### config.mk
export PLATFORM = sky130hd
export DESIGN_NAME = hist_eq_lut_builder
export DESIGN_NICKNAME = d
export VERILOG_FILES = /design/src/rtl/hist_eq_lut_builder.sv
export SDC_FILE = /design/constraint.sdc
export NUM_CORES = 2
export LEC_CHECK = 0
export ABC_AREA = 0
export BUFFER_PORTS_ARGS = -buffer_cell sky130_fd_sc_hd__buf_4
export CAP_MARGIN = 20
export CORE_MARGIN = 4
export CORE_UTILIZATION = 40
export CTS_CLUSTER_DIAMETER = 60
export CTS_CLUSTER_SIZE = 14
export DETAILED_ROUTE_END_ITERATION = 12
export SLEW_MARGIN = 25
export SYNTH_ARGS = -nofsm -noshare
export SYNTH_HDL_FRONTEND = slang
export SYNTH_SLANG_ARGS = --single-unit
### constraint.sdc
create_clock -name i_clk -period 15.2 [get_ports i_clk]
set_input_delay 3.04 -clock i_clk [delete_from_list [all_inputs] [get_ports i_clk]]
set_output_delay 3.04 -clock i_clk [all_outputs]
set_load 0.01 [all_outputs]
### src/rtl/hist_eq_lut_builder.sv
// Builds a 256-entry histogram-equalization LUT from the cumulative histogram via a CDF read port,
// then remaps a streaming pixel input through the finished table.
module hist_eq_lut_builder #(
  parameter int unsigned ImageSize = 640 * 480,
  localparam int unsigned CW = $clog2(ImageSize + 1)
) (
  input  logic          i_clk,
  input  logic          i_reset_n,
  input  logic          i_start,
  output logic [7:0]    o_cdf_addr,
  input  logic [CW-1:0] i_cdf_data,
  output logic          o_busy,
  output logic          o_done,
  output logic          o_lut_ready,
  input  logic [7:0]    i_pixel_data,
  input  logic          i_pixel_valid,
  output logic [7:0]    o_pixel_data,
  output logic          o_pixel_valid
);

  localparam int unsigned NW = CW + 8;

  typedef enum logic [1:0] {StIdle, StScan, StBuild, StDone} state_e;

  state_e state_q, state_d;

  logic [8:0]    scan_cnt_q;
  logic [3:0]    slot_q;
  logic [7:0]    addr_q;
  logic [CW-1:0] cdf_min_q;
  logic          min_found_q;
  logic [NW-1:0] rem_q;
  logic [NW-1:0] den_sh_q;
  logic          den_zero_q;
  logic [6:0]    quot_q;
  logic          lut_ready_q;
  logic [7:0]    lut_q [256];

  logic          scan_last;
  logic          slot_last;
  logic          level_last;
  logic [CW-1:0] cdf_diff;
  logic [NW-1:0] num_d;
  logic [CW-1:0] den_d;
  logic          rem_ge;
  logic [NW-1:0] rem_step;
  logic [7:0]    quot_step;
  logic [7:0]    lut_wdata;
  logic          lut_we;

  assign scan_last  = (scan_cnt_q == 9'd256);
  assign slot_last  = (slot_q == 4'd9);
  assign level_last = (addr_q == 8'hff);

  always_comb begin
    state_d = state_q;
    unique case (state_q)
      StIdle:  if (i_start) state_d = StScan;
      StScan:  if (scan_last) state_d = StBuild;
      StBuild: if (slot_last && level_last) state_d = StDone;
      StDone:  state_d = StIdle;
      default: state_d = StIdle;
    endcase
  end

  always_ff @(posedge i_clk or negedge i_reset_n) begin
    if (!i_reset_n) begin
      state_q <= StIdle;
    end else begin
      state_q <= state_d;
    end
  end

  // Numerator/denominator for the level whose CDF value is on i_cdf_data (slot cycle 1).
  always_comb begin
    cdf_diff = i_cdf_data - cdf_min_q;
    num_d    = '0;
    if (i_cdf_data > cdf_min_q) begin
      num_d = ({8'd0, cdf_diff} << 8) - {8'd0, cdf_diff};
    end
    den_d = CW'(ImageSize) - cdf_min_q;
  end

  // One restoring-division step; if num >= 256*den every step subtracts, so the
  // quotient naturally saturates at 255.
  always_comb begin
    rem_ge    = (rem_q >= den_sh_q);
    rem_step  = rem_ge ? (rem_q - den_sh_q) : rem_q;
    quot_step = {quot_q, rem_ge};
    lut_wdata = den_zero_q ? addr_q : quot_step;
    lut_we    = (state_q == StBuild) && slot_last;
  end

  always_ff @(posedge i_clk or negedge i_reset_n) begin
    if (!i_reset_n) begin
      scan_cnt_q  <= '0;
      slot_q      <= '0;
      addr_q      <= '0;
      cdf_min_q   <= '0;
      min_found_q <= 1'b0;
      rem_q       <= '0;
      den_sh_q    <= '0;
      den_zero_q  <= 1'b0;
      quot_q      <= '0;
      lut_ready_q <= 1'b0;
    end else begin
      unique case (state_q)
        StIdle: begin
          if (i_start) begin
            scan_cnt_q  <= '0;
            addr_q      <= '0;
            cdf_min_q   <= '0;
            min_found_q <= 1'b0;
            lut_ready_q <= 1'b0;
          end
        end
        StScan: begin
          scan_cnt_q <= scan_cnt_q + 9'd1;
          if (scan_cnt_q < 9'd255) begin
            addr_q <= scan_cnt_q[7:0] + 8'd1;
          end
          // Data on the port lags the address by one cycle, so count 0 carries nothing.
          if (scan_cnt_q != 9'd0 && !min_found_q && i_cdf_data != '0) begin
            cdf_min_q   <= i_cdf_data;
            min_found_q <= 1'b1;
          end
          if (scan_last) begin
            addr_q <= '0;
            slot_q <= '0;
          end
        end
        StBuild: begin
          slot_q <= slot_q + 4'd1;
          if (slot_q == 4'd1) begin
            rem_q      <= num_d;
            den_sh_q   <= NW'({den_d, 7'd0});
            den_zero_q <= (den_d == '0);
            quot_q     <= '0;
          end else if (slot_q >= 4'd2) begin
            rem_q    <= rem_step;
            den_sh_q <= den_sh_q >> 1;
            quot_q   <= quot_step[6:0];
          end
          if (slot_last) begin
            slot_q <= '0;
            addr_q <= addr_q + 8'd1;
            if (level_last) begin
              lut_ready_q <= 1'b1;
            end
          end
        end
        StDone: begin
        end
        default: begin
        end
      endcase
    end
  end

  // Table storage has no reset; stale contents are masked by lut_ready_q.
  always_ff @(posedge i_clk) begin
    if (lut_we) begin
      lut_q[addr_q] <= lut_wdata;
    end
  end

  always_ff @(posedge i_clk or negedge i_reset_n) begin
    if (!i_reset_n) begin
      o_pixel_valid <= 1'b0;
      o_pixel_data  <= '0;
    end else begin
      o_pixel_valid <= i_pixel_valid;
      if (i_pixel_valid) begin
        o_pixel_data <= lut_ready_q ? lut_q[i_pixel_data] : i_pixel_data;
      end
    end
  end

  assign o_cdf_addr  = addr_q;
  assign o_busy      = (state_q == StScan) || (state_q == StBuild);
  assign o_done      = (state_q == StDone);
  assign o_lut_ready = lut_ready_q;

endmodule

==> impl_metrics.json <==
{
  "outcome": "finished, final reports clean",
  "clk_latency_ps": 830,
  "regToRegSetupSlack_ps": 9890,
  "grt_max_degree": 166,
  "cpPeakStageDelay_ps": 580,
  "layout.cells.non_filler": 7387,
  "initialDrtViolationCount": 4855,
  "tightest_slew_ps": 1140,
  "regArea_um2": 64400,
  "synth-seq-area-share_pct": 73.0,
  "slew_headroom_pct": 23.9,
  "cpMaxStageDelayCell": "o311ai_0",
  "crit_path_max_fanout": 11,
  "cts-htree-levels": 4,
  "ys_seq_elements": 2162,
  "critPathMostFrequentCell": "a21oi_1",
  "wl_per_cell_um": 29.2,
  "fin_crit_sh_pct": 47.0,
  "cts_sinks": 2162,
  "path_cells": "buf_4, ha_1, a21oi_1, o21ai_0, a21oi_1, and2_1, o311ai_0, inv_1, ha_1, o2111ai_1, or2_2, nor4_1, a311oi_2, a21oi_1, a211o_1, a2111oi_4, xor2_1, o221ai_1",
  "slew_violations": 0,
  "cts_resized": 0,
  "grt-ovfl-total": 0,
  "netlist_area_um2": 88200,
  "wl_met2_mm": 104,
  "clockBufferDepth": 3,
  "fin_nets": 4542,
  "core_region_area_um2": 220000,
  "die_w_um": 477,
  "topRoutingLayerUsed": "met4",
  "cap_violations": 0,
  "fp.dieArea_um2": 228000,
  "routed_via_density": 5.86,
  "num_vias": 43300,
  "cp_num_buf_inv": 2,
  "criticalPathCategory": "in -> reg",
  "hold_violations": 0,
  "tns_ps": 0,
  "critPathTopFamily": "compound AO/OA/AOI/OAI gates",
  "crit_path_end_kind": "flop",
  "dp_hpwl_mm": 131,
  "pin_count": 51,
  "critical_path_arrival_ps": 7810,
  "drive_gt1_share_pct": 23.9,
  "crit_path_start_kind": "primary input",
  "start_util_pct": 40.2,
  "ys_warn_count": 0,
  "fin_crit_ps": 7150,
  "antenna_found_initial": 5,
  "setup_slack_ps": 8050,
  "die_height_um": 477,
  "peakVddDrop_uv": 151,
  "rsz0062_at_grt": "false",
  "synthTopCellsByArea": "edfxtp_1 (70%), mux4_2 (17%), dfrtp_1 (3.2%)",
  "grt_pass1_vias": 43700,
  "route.met3.wl_mm": 14.6,
  "ys_async_sr_fraction_pct": 5.27,
  "setup_violations": 0,
  "place_ws_ps": 7210,
  "rows": 172,
  "fillCellCount": 18500,
  "grt_first_pass_wirelength_mm": 316,
  "syn_nets": 4479,
  "multiInputGateArea_um2": 22700,
  "hold_buffers": 0,
  "antenna_left": 0,
  "timing.fmax_mhz": 140,
  "yosys.cell_types.count": 75,
  "skew_ps": 41.8,
  "root_buffer": "clkbuf_16",
  "cts_buffers": 184,
  "port-buffer-count": 50,
  "worst_hold_path_type": "reg -> reg",
  "cellPowerDensity_nw_per_um2": 127,
  "post_cts_buffers": 0,
  "syn_area_per_cell_um2": 20.1,
  "place_inst": 7123,
  "yosysTopAreaCellShare_pct": 69.8,
  "synth_ff_type": "edfxtp_1",
  "crit_required_ps": 15860,
  "wirelength_mm": 216,
  "syn_inst": 4376,
  "path_clk_slew_ps": 60,
  "syn2layout_area_growth_pct": 10.3,
  "wl_met1_mm": 93.1,
  "firstDrtPassIters": 6,
  "drc": 0,
  "tritoncts": "done",
  "gp_congestion": 0.827,
  "track_usage_pct": 18.8,
  "synth_top_area_cell": "edfxtp_1",
  "power.static_leakage_uw": 0.0260,
  "synth_edf_count": 2048
}
==> routing by layer <==
| layer | GRT usage (%) | vias to the layer above |
|---|---|---|
| li1 | - | 18100 |
| met1 | 27.5 | 23400 |
| met2 | 29.8 | 1523 |
| met3 | 3.24 | 285 |
| met4 | 4.12 | 0 |
| met5 | 0 | - |
==> sequential cells by signal (all words and copies together) (netlist names) <==
signal	cells
lut_q	2048
rem_q	27
den_sh_q	26
cdf_min_q	19
scan_cnt_q	9
o_cdf_addr	8
o_pixel_data	8
quot_q	7
slot_q	4
state_q	2
den_zero_q	1
min_found_q	1
o_lut_ready	1
o_pixel_valid	1
==> synthesized netlist by cell type (all sizes together), types with 11 or more instances <==
library cell and count:
mux2 14, and3 14, a31oi 16, xnor2 49
dfrtp 114, nor2 340, a22oi 21, a22o 44
inv 85, a21o 29, nor3 23, a21oi 109
nand3 52, ha 70, xor2 28, a211oi 17
nand2 114, and2 15, edfxtp 2048, nor4 11
o21ai 85, mux2i 17, clkbuf 152, buf 89
mux4 668, nor2b 22, nand4 19
==> final cells by class <==
class,count,share of cell area (%)
Antenna cell,1,0.00257
Tap cell,2871,3.69
Clock buffer,226,4.97
Sequential cell,2162,66.2
Multi-Input combinational cell,1888,23.3
Timing Repair Buffer,118,1.06
Clock inverter,36,0.499
Inverter,85,0.328
==> path summary, 6_finish.rpt <==
path | start | end | cells past startpoint
worst max register to register | cdf_min_q[6]$_DFFE_PN0P_ | rem_q[24]$_DFFE_PN0P_ | 18
worst min register to register | min_found_q$_DFFE_PN0P_ | min_found_q$_DFFE_PN0P_ | 1
worst max-delay path | i_cdf_data[6] | rem_q[24]$_DFFE_PN0P_ | 18
min in group asynchronous | i_reset_n | den_sh_q[24]$_DFFE_PN0P_ | 1
worst min-delay path | min_found_q$_DFFE_PN0P_ | min_found_q$_DFFE_PN0P_ | 1
max in group asynchronous | i_reset_n | o_pixel_valid$_DFF_PN0_ | 2
==> metrics by stage <==
step	cell area, µm²	utilization, %	power (µW)	hold slack, ps
2_1_floorplan	88200	-	7680	451
3_3_place_gp	91800	41.8	8060	464
4_1_cts	97200	44.3	12400	486
6_report	97300	44.3	12400	485
3_5_place_dp	91900	41.9	8050	468
5_1_grt	97300	44.3	12800	504
==> report_power, final <==
group          switching [µW]  total (µW)  internal, µW
Clock                    2110        4420          2310
Sequential               39.0        6480          6440
Combinational             901        1460           559
==> placed cells by master (no fill, tap or decap), types with 48 or more instances in the layout <==
master     count
edfxtp_1    2048
mux4_2       668
nor2_1       308
clkbuf_16    187
nand2_1      114
dfrtp_1      114
a21oi_1      109
buf_4        103
inv_1         82
o21ai_0       78
ha_1          70
xnor2_1       49
nand3_1       48
==> kinds of logic (layout without fill, tap and decap cells) <==
| kind of cell | Yosys count | after routing | share of synthesized area, % |
|---|---|---|---|
| other | 0 | 1 | 0 |
| adder cells (fa/ha/maj) | 72 | 72 | 1.04 |
| multiplexers | 699 | 699 | 17.4 |
| AO/OA/AOI/OAI | 391 | 391 | 2.93 |
| AND/OR/NAND/NOR | 649 | 649 | 3.26 |
| flip-flops | 2162 | 2162 | 73.0 |
| XOR/XNOR | 77 | 77 | 0.765 |
| buffers and inverters | 326 | 465 | 1.57 |
Note: power is estimated with default switching activity, not from simulation.
